[config.mk]
export PLATFORM = sky130hd
export DESIGN_NAME = render_host
export DESIGN_NICKNAME = d
export VERILOG_FILES = /design/src/rtl/render_pkg.sv /design/src/rtl/dp_ram_dist_flat.sv /design/src/rtl/render_host.sv
export SDC_FILE = /design/constraint.sdc
export NUM_CORES = 2
export LEC_CHECK = 0
export BUFFER_PORTS_ARGS = -buffer_cell sky130_fd_sc_hd__buf_2
export CORE_MARGIN = 5
export CORE_UTILIZATION = 56
export DETAILED_ROUTE_END_ITERATION = 12
export PLACE_DENSITY_LB_ADDON = 0.3
export SLEW_MARGIN = 20
export SYNTH_ARGS = -nofsm -noshare
export SYNTH_HDL_FRONTEND = slang
export SYNTH_SLANG_ARGS = --single-unit
[constraint.sdc]
create_clock -name aclk -period 5.55 [get_ports aclk]
set_input_delay 0.2775 -clock aclk [delete_from_list [all_inputs] [get_ports aclk]]
set_output_delay 0.2775 -clock aclk [all_outputs]
set_load 0.02 [all_outputs]
[src/rtl/render_pkg.sv]
// Shared definitions for the render host.
// Holds the camera configuration word count, the indices of the image
// dimension words inside the configuration block and the FSM state encoding.
package render_pkg;

    localparam int unsigned CAMERA_WORDS     = 27;
    localparam int unsigned CFG_ADDR_W       = 5;
    localparam int unsigned IMAGE_WIDTH_IDX  = 1;
    localparam int unsigned IMAGE_HEIGHT_IDX = 2;

    typedef enum logic [1:0] {
        StIdle,
        StSendCfg,
        StRecvFrag,
        StFinish
    } state_t;

endpackage

[src/rtl/dp_ram_dist_flat.sv]
// Distributed (LUT) dual-port RAM: one synchronous write port, one
// asynchronous read port. Contents are not reset.
// Ports:
//   clk           write clock
//   we/waddr/wdata  write port; addresses >= DEPTH are ignored
//   raddr/rdata   combinational read port; addresses >= DEPTH read as zero
module dp_ram_dist_flat #(
    parameter int unsigned WIDTH  = 32,
    parameter int unsigned DEPTH  = 27,
    parameter int unsigned ADDR_W = 5
) (
    input  logic              clk,
    input  logic              we,
    input  logic [ADDR_W-1:0] waddr,
    input  logic [WIDTH-1:0]  wdata,
    input  logic [ADDR_W-1:0] raddr,
    output logic [WIDTH-1:0]  rdata
);

    logic [WIDTH-1:0] mem [DEPTH];

    always_ff @(posedge clk) begin
        if (we && (32'(waddr) < DEPTH)) begin
            mem[waddr] <= wdata;
        end
    end

    always_comb begin
        rdata = '0;
        if (32'(raddr) < DEPTH) begin
            rdata = mem[raddr];
        end
    end

endmodule

[src/rtl/render_host.sv]
// Render host: streams the camera configuration block to a coprocessor over
// AXIS, then collects the returned fragments into a framebuffer.
// Ports:
//   aclk, resetn                     clock, async active-low reset
//   cfg_we/cfg_addr/cfg_wdata        configuration store write (IDLE only)
//   start                            request one frame
//   busy, done, err_len              status; done is a one-cycle pulse
//   m_axis_*                         configuration words out
//   s_axis_*                         fragments in
//   fb_we/fb_addr/fb_wdata           framebuffer write port
//   frag_count                       fragments accepted in current/last frame
module render_host #(
    parameter int unsigned CAMERA_WORDS = render_pkg::CAMERA_WORDS,
    parameter int unsigned FB_ADDR_W    = 20
) (
    input  logic                 aclk,
    input  logic                 resetn,
    input  logic                 cfg_we,
    input  logic [4:0]           cfg_addr,
    input  logic [31:0]          cfg_wdata,
    input  logic                 start,
    output logic                 busy,
    output logic                 done,
    output logic                 err_len,
    output logic                 m_axis_tvalid,
    output logic [31:0]          m_axis_tdata,
    output logic                 m_axis_tlast,
    input  logic                 m_axis_tready,
    input  logic                 s_axis_tvalid,
    input  logic [31:0]          s_axis_tdata,
    input  logic                 s_axis_tlast,
    output logic                 s_axis_tready,
    output logic                 fb_we,
    output logic [FB_ADDR_W-1:0] fb_addr,
    output logic [31:0]          fb_wdata,
    output logic [31:0]          frag_count
);
    import render_pkg::*;

    localparam logic [4:0] LAST_IDX = 5'(CAMERA_WORDS - 1);

    state_t               state_q, state_d;
    logic [4:0]           idx_q;
    logic                 m_valid_q, m_last_q, s_ready_q;
    logic [31:0]          m_data_q;
    logic                 fb_we_q;
    logic [FB_ADDR_W-1:0] fb_addr_q;
    logic [31:0]          fb_wdata_q;
    logic [31:0]          count_q, expected_q;
    logic                 err_q;
    logic [15:0]          width_q, height_q;

    logic        cfg_wr;
    logic [4:0]  raddr;
    logic [31:0] rdata;
    logic        m_hs, s_hs;

    assign cfg_wr = cfg_we && (state_q == StIdle) && (32'(cfg_addr) < CAMERA_WORDS);
    assign m_hs   = m_valid_q && m_axis_tready;
    assign s_hs   = s_axis_tvalid && s_ready_q;
    // Read port looks one word ahead so the next beat is registered with no bubble.
    assign raddr  = (state_q == StIdle) ? 5'd0 : idx_q + 5'd1;

    dp_ram_dist_flat #(
        .WIDTH  (32),
        .DEPTH  (CAMERA_WORDS),
        .ADDR_W (5)
    ) u_cfg_ram (
        .clk   (aclk),
        .we    (cfg_wr),
        .waddr (cfg_addr),
        .wdata (cfg_wdata),
        .raddr (raddr),
        .rdata (rdata)
    );

    // Shadow copies of the image dimensions so the expected fragment count can
    // be formed on the start cycle without a second RAM read port.
    always_ff @(posedge aclk) begin
        if (cfg_wr && (cfg_addr == 5'(IMAGE_WIDTH_IDX))) begin
            width_q <= cfg_wdata[15:0];
        end
        if (cfg_wr && (cfg_addr == 5'(IMAGE_HEIGHT_IDX))) begin
            height_q <= cfg_wdata[15:0];
        end
    end

    always_comb begin
        state_d = state_q;
        unique case (state_q)
            StIdle:     if (start) state_d = StSendCfg;
            StSendCfg:  if (m_hs && m_last_q) state_d = StRecvFrag;
            StRecvFrag: if (s_hs && s_axis_tlast) state_d = StFinish;
            StFinish:   state_d = StIdle;
            default:    state_d = StIdle;
        endcase
    end

    always_ff @(posedge aclk or negedge resetn) begin
        if (!resetn) begin
            state_q <= StIdle;
        end else begin
            state_q <= state_d;
        end
    end

    always_ff @(posedge aclk or negedge resetn) begin
        if (!resetn) begin
            idx_q      <= '0;
            m_valid_q  <= 1'b0;
            m_last_q   <= 1'b0;
            m_data_q   <= '0;
            s_ready_q  <= 1'b0;
            fb_we_q    <= 1'b0;
            fb_addr_q  <= '0;
            fb_wdata_q <= '0;
            count_q    <= '0;
            expected_q <= '0;
            err_q      <= 1'b0;
        end else begin
            fb_we_q <= 1'b0;
            unique case (state_q)
                StIdle: begin
                    if (start) begin
                        idx_q      <= '0;
                        m_valid_q  <= 1'b1;
                        m_data_q   <= rdata;
                        m_last_q   <= (LAST_IDX == 5'd0);
                        count_q    <= '0;
                        err_q      <= 1'b0;
                        expected_q <= 32'(width_q) * 32'(height_q);
                    end
                end
                StSendCfg: begin
                    if (m_hs) begin
                        if (m_last_q) begin
                            m_valid_q <= 1'b0;
                            m_last_q  <= 1'b0;
                            s_ready_q <= 1'b1;
                        end else begin
                            idx_q    <= idx_q + 5'd1;
                            m_data_q <= rdata;
                            m_last_q <= ((idx_q + 5'd1) == LAST_IDX);
                        end
                    end
                end
                StRecvFrag: begin
                    if (s_hs) begin
                        if (count_q != 32'hFFFF_FFFF) begin
                            count_q <= count_q + 32'd1;
                        end
                        // Fragments beyond the expected count are consumed and dropped.
                        if (count_q < expected_q) begin
                            fb_we_q    <= 1'b1;
                            fb_addr_q  <= count_q[FB_ADDR_W-1:0];
                            fb_wdata_q <= s_axis_tdata;
                        end
                        if (s_axis_tlast) begin
                            s_ready_q <= 1'b0;
                            err_q     <= ({1'b0, count_q} + 33'd1) != {1'b0, expected_q};
                        end
                    end
                end
                StFinish: begin
                end
                default: begin
                end
            endcase
        end
    end

    assign busy          = (state_q != StIdle);
    assign done          = (state_q == StFinish);
    assign err_len       = err_q;
    assign m_axis_tvalid = m_valid_q;
    assign m_axis_tdata  = m_data_q;
    assign m_axis_tlast  = m_last_q;
    assign s_axis_tready = s_ready_q;
    assign fb_we         = fb_we_q;
    assign fb_addr       = fb_addr_q;
    assign fb_wdata      = fb_wdata_q;
    assign frag_count    = count_q;

endmodule

# ---- After elaboration in Yosys (flattened, before gate mapping)
# Memory sizes are Yosys's and may differ from the RTL's.
# Cells that the tools add are included.
dict set report word_totals {
  register_bits 192
  ram_bits 864
  input_bits 76
  output_inout_bits 123
  elab_cells 101
  memories 1
}
dict set report classes {
  n_addsub 3
  multipliers 1
  order_cmp 3
  n_eq_ne 17
  muxes 39
  reduce_logical 23
}
# memory words width read_ports rd_ports_with_merged_regs wr line_no
set mem_list {}
lappend mem_list {u_cfg_ram.mem 27 32 1 0 1 dp_ram_dist_flat.sv:20} ;# logic [WIDTH-1:0] mem [DEPTH];
# op count
set ops {}
lappend ops {{32-bit two-way mux} 7}
lappend ops {{32-bit one-hot mux with 2 select lines} 2}
lappend ops {{32-bit by 1-bit adder with 33-bit output, second input constant} 1}
lappend ops {{33-bit by 32-bit inequality test with 1-bit output} 1}
lappend ops {{32-bit by 1-bit adder with 32-bit output, second input constant} 1}
lappend ops {{32-bit < comparator} 1}
lappend ops {{16-bit by 16-bit multiplier with 32-bit output} 1}
lappend ops {{32-bit inequality test, second input constant} 1}
lappend ops {{5-bit two-way mux} 4}
lappend ops {{2-bit inequality test, second input constant} 9}
lappend ops {{1-bit two-way mux} 17}
lappend ops {{4-bit AND reduction} 4}
lappend ops {{5-bit < comparator, second input constant} 2}
lappend ops {{5-bit one-hot mux with 2 select lines} 1}
lappend ops {{1-bit logical AND} 9}
lappend ops {{3-bit AND reduction} 3}
lappend ops {{1-bit one-hot mux with 2 select lines} 4}
lappend ops {{2-bit one-hot mux with 4 select lines} 1}
lappend ops {{2-bit nonzero test} 4}
lappend ops {{2-bit two-way mux} 3}
lappend ops {{5-bit by 1-bit adder with 5-bit output, second input constant} 1}
lappend ops {{5-bit by 1-bit == test with 1-bit output, second input constant} 1}
lappend ops {{5-bit by 2-bit == test with 1-bit output, second input constant} 1}
lappend ops {{5-bit == test, second input constant} 1}
lappend ops {{5 further kinds} 6}

# ---- Logic depth before layout (Yosys ltp)
dict set report depth {
  depth_word 7
  mapped_depth 23
}

# ---- Modules after synthesis
# Synthesis repeated with hierarchy kept, for this count alone.
dict set report hier_totals {
  hier_cells 3519
  hier_area_um2 51797.2
}
# mod instances cells_per_inst area_per_inst_um2 seq_area_each_um2
set by_module_without_submodules {}
lappend by_module_without_submodules {dp_ram_dist_flat 1 1716 33744.9 25944.9}
lappend by_module_without_submodules {render_host 1 1803 18052.3 4964.8}

# ---- Least setup slack after synthesis
# No wires, ideal clock.
dict set report synth_timing {
  path_type {flip-flop to flip-flop}
  start {register width_q[7]}
  end {register expected_q[23]}
  setup_time_ns 0.133
  t_arrival_ns 5.735
  slack_ns -0.318
  path_stages_with_launch 23
  n_path_buf 1
  period_less_slack_ns 5.868
  path_cell_list {edfxtp_1 > clkbuf_1 > nand2_1 > fa_1 > inv_1 > fa_1 > inv_1 > fa_1 > inv_1 > fa_1 > fa_1 > inv_1 > fa_1 > inv_1 > ha_1 > a211o_1 > a211o_1 > nor3b_1 > a211oi_1 > a21oi_1 > nor2b_1 > xor2_1 > o21ai_0}
}
dict set report synth_via {
  elab_chain_cells 1
}
# element line_no
set synth_lines {}
lappend synth_lines {{from (decl)} render_host.sv:51} ;# logic [15:0] width_q, height_q;
lappend synth_lines {{from (signal assigned)} render_host.sv:81} ;# width_q <= cfg_wdata[15:0];
lappend synth_lines {{16-bit by 16-bit multiplier with 32-bit output} render_host.sv:131} ;# expected_q <= 32'(width_q) * 32'(height_q);
lappend synth_lines {{to (signal assigned)} render_host.sv:131}
lappend synth_lines {{to (decl)} render_host.sv:49} ;# logic [31:0] count_q, expected_q;
# Every way passes these cells.
# A chain may end at the register's enable or synchronous reset.

# ---- Final worst setup path
dict set report layout_timing {
  start {register width_q[3]}
  end {register expected_q[23]}
}
# Same word-level chain as after synthesis.

==> flow_metrics.env <==
export IMPL_outcome="finished, violations left"
export IMPL_violations="setup timing"
export IMPL_grt_pass1_wl_um=203000
export IMPL_h_tree_depth=3
export IMPL_wl_um=134000
export IMPL_crit_path_start_kind="register"
export IMPL_report_final_slew_viol_count=0
export IMPL_routed_via_density=6.07
export IMPL_arrival_ns=6.29
export IMPL_hold_path_depth=3
export IMPL_r2r_end="expected_q[23]$_DFFE_PN0P_"
export IMPL_holdWs_ns=0.0430
export IMPL_dieWidth_um=314
export IMPL_io_pins=199
export IMPL_ys_flop_type="edfxtp_1"
export IMPL_cp_max_fo=7
export IMPL_cts_made_buffers=103
export IMPL_period_share_pct=104
export IMPL_critPathRequiredTime_ns=6.06
export IMPL_setup_tns_ns=-1.72
export IMPL_setup_ws_ns=-0.223
export IMPL_synthesis_instances=4043
export IMPL_layout_common_cells="896 x edfxtp_1, 684 x nand2_1, 261 x inv_1"
export IMPL_cts_tree="yes"
export IMPL_syn2layout_area_growth_pct=14.1
export IMPL_finClkSkew_ns=0.0289
export IMPL_cts_sinks=1056
export IMPL_worst_pin_slew_ns=1.15
export IMPL_clk_path_buf_depth=3
export IMPL_start_util_pct=56.3
export IMPL_synth_edf_count=896
export IMPL_layout_drive_gt1_share_pct=16.5
export IMPL_vias=34100
export IMPL_hp_start="start"
export IMPL_fill_cells=6688
export IMPL_hp_class="in2reg"
export IMPL_io_buffers=198
export IMPL_rsz0062_at_grt="yes"
export IMPL_syn_area_um2=51600
export IMPL_cts_clk_slew_worst_paths_ns=0.06
export IMPL_ys_seq_area_share_pct=59.9
export IMPL_antenna_found_initial=9
export IMPL_critPathKind="reg2reg"
export IMPL_nNetsFinal=4748
export IMPL_syn_num_nets=4456
export IMPL_design_power_total_w=0.0234
export IMPL_clockRootBuffer="clkbuf_16"
export IMPL_relSlewSlack_pct=23.0
export IMPL_ant_nets=0
export IMPL_ff2ff_path_depth=20
export IMPL_fp_dieH_um=314
export IMPL_synth_avg_cell_area_um2=12.8
export IMPL_yosysWarnings=0
export IMPL_power_density_nw_per_um2=396
export IMPL_final_cells=5612
export IMPL_crit_start="width_q[3]$_DFFE_PP_"
export IMPL_drt_initial_drc_count=3760
export IMPL_drc=0
export IMPL_timing_fmax_mhz=173
export IMPL_ys_types=70
export IMPL_endpoint_kind="register"
export IMPL_gpl_final_weighted_congestion=0.926
export IMPL_post_drt_wl_per_cell_um=23.9
export IMPL_final_common_cell="edfxtp_1"
export IMPL_core_area_um2=91700
export IMPL_die_area_um2=98400
export IMPL_r2r_start="width_q[3]$_DFFE_PP_"
export IMPL_async_flop_share_pct=15.2
export IMPL_hold_violations=0
export IMPL_rows=111
export IMPL_dpl_cell_count=5373
export IMPL_grt_use_total_pct=26.9
export IMPL_ir_worst_vdd_uv=505
export IMPL_cap_viol_max_count=0
export IMPL_grt_overflow_total=0
export IMPL_worstSkewPairLatency_ns=0.67
export IMPL_rrSetupSlack_ns=-0.22
export IMPL_layout_min_cycle_time_ns=5.77
export IMPL_ys_ff_latch=1056
export IMPL_final_util_pct=64.3
export IMPL_p_leak_nw=22.9
export IMPL_drtPass1Iterations=7
export IMPL_min_to="m_axis_tvalid$_DFFE_PN0P_"
export IMPL_dp_hpwl_um=84000
export IMPL_setup_viol=14
export IMPL_grt_max_degree=141
export IMPL_grt_pass1_vias=33600
==> logic make-up (layout without fill, tap and decap cells) <==
kind of cell,count (synthesis),in the layout,synth area share (%)
other cells,0,2,0
compound gates,669,669,8.36
simple gates,1160,1160,10.2
xor+xnor,69,69,1.17
fa+ha+maj,337,337,11.0
flops,1056,1056,59.9
buf+inv,506,887,3.78
mux,246,246,5.67
==> layer usage <==
metal / vias to the layer above / GRT usage [%] / part of all wire, %
met5: - / 0 / 0.045
met4: 10 / 8.66 / 3.4
met3: 294 / 5.00 / 9.2
met2: 1689 / 43.7 / 47
met1: 17000 / 37.3 / 40
li1: 15100 / - / -
==> how the worst max path moves through the flow <==
stage                                 end  slack, ns  cells past startpoint
2_1_floorplan  expected_q[23]$_DFFE_PN0P_      0.002                     22
3_3_place_gp   expected_q[23]$_DFFE_PN0P_      -0.31                     21
3_5_place_dp   expected_q[23]$_DFFE_PN0P_      -0.37                     21
4_1_cts        expected_q[23]$_DFFE_PN0P_      -0.20                     21
5_1_grt        expected_q[23]$_DFFE_PN0P_      -0.47                     21
6_report       expected_q[23]$_DFFE_PN0P_      -0.22                     20
==> worst max-delay path: stages (launching register included) <==
cell and delay (ns):
edfxtp_1 0.52, and2_1 0.23, fa_1 0.47, inv_1 0.05
fa_1 0.53, inv_1 0.05, fa_1 0.55, fa_1 0.44
fa_1 0.49, inv_1 0.05, fa_1 0.48, inv_2 0.05
ha_4 0.21, a211o_1 0.28, a211o_1 0.29, nor3b_2 0.22
a211oi_2 0.13, a21oi_2 0.18, nor2b_2 0.17, xor2_1 0.15
o21ai_1 0.07
==> sequential cells by signal, indices dropped and copies added, names as in the netlist, 2 cells and up <==
| signal | count |
|---|---|
| expected_q | 32 |
| m_axis_tdata | 32 |
| u_cfg_ram.mem | 864 |
| width_q | 16 |
| fb_wdata | 32 |
| height_q | 16 |
| state_q | 2 |
| idx_q | 5 |
| frag_count | 32 |
| fb_addr | 20 |
==> where the power goes <==
group,switching (W),internal (W)
registers,0.000351,0.00893
logic,0.00459,0.00273
clock network,0.00298,0.00378
total,0.00792,0.0154
==> cell type report <==
type | instances | area (um2) | share of cell area, %
Antenna cell | 2 | 5.00 | 0.00849
Timing Repair Buffer | 425 | 2970 | 5.03
Inverter | 268 | 1010 | 1.71
Multi-Input combinational cell | 2481 | 19300 | 32.7
Tap cell | 1186 | 1480 | 2.52
Sequential cell | 1056 | 30900 | 52.4
Clock buffer | 132 | 2810 | 4.77
Clock inverter | 62 | 470 | 0.798
==> timing repair <==
| action | CTS | global route |
|---|---|---|
| hold buffers | 35 | 0 |
| setup buffers | 7 | 1 |
| pin swaps | 17 | 15 |
| gates resized for setup | 38 | 25 |
| cloned | 0 | 0 |
| endpoints found under the hold margin | 103 | 0 |
| setup endpoints to repair | 19 | 20 |
==> synthesized netlist by cell type, drive strengths merged, types with 52 or more instances <==
cell type    n  area, um2
inv        267       1000
a211oi      73        548
nand3      129        646
mux2i      162       1620
ha         143       1790
nor2        65        259
fa         194       3880
mux2        52        586
a311oi      93        815
o21ai      141        706
a21oi      189        946
edfxtp     896      26900
clkbuf     194        729
and2       159        995
nand2      687       2580
dfrtp      160       4000
==> stage by stage <==
step | setup WS (ns) | cell area (um2)
after floorplan | 0.00207 | 51700
after global placement | -0.308 | 55000
after detailed placement | -0.372 | 55000
after CTS | -0.196 | 58800
after global routing | -0.466 | 58900
final | -0.223 | 58900
(Power assumes the default switching activity.)
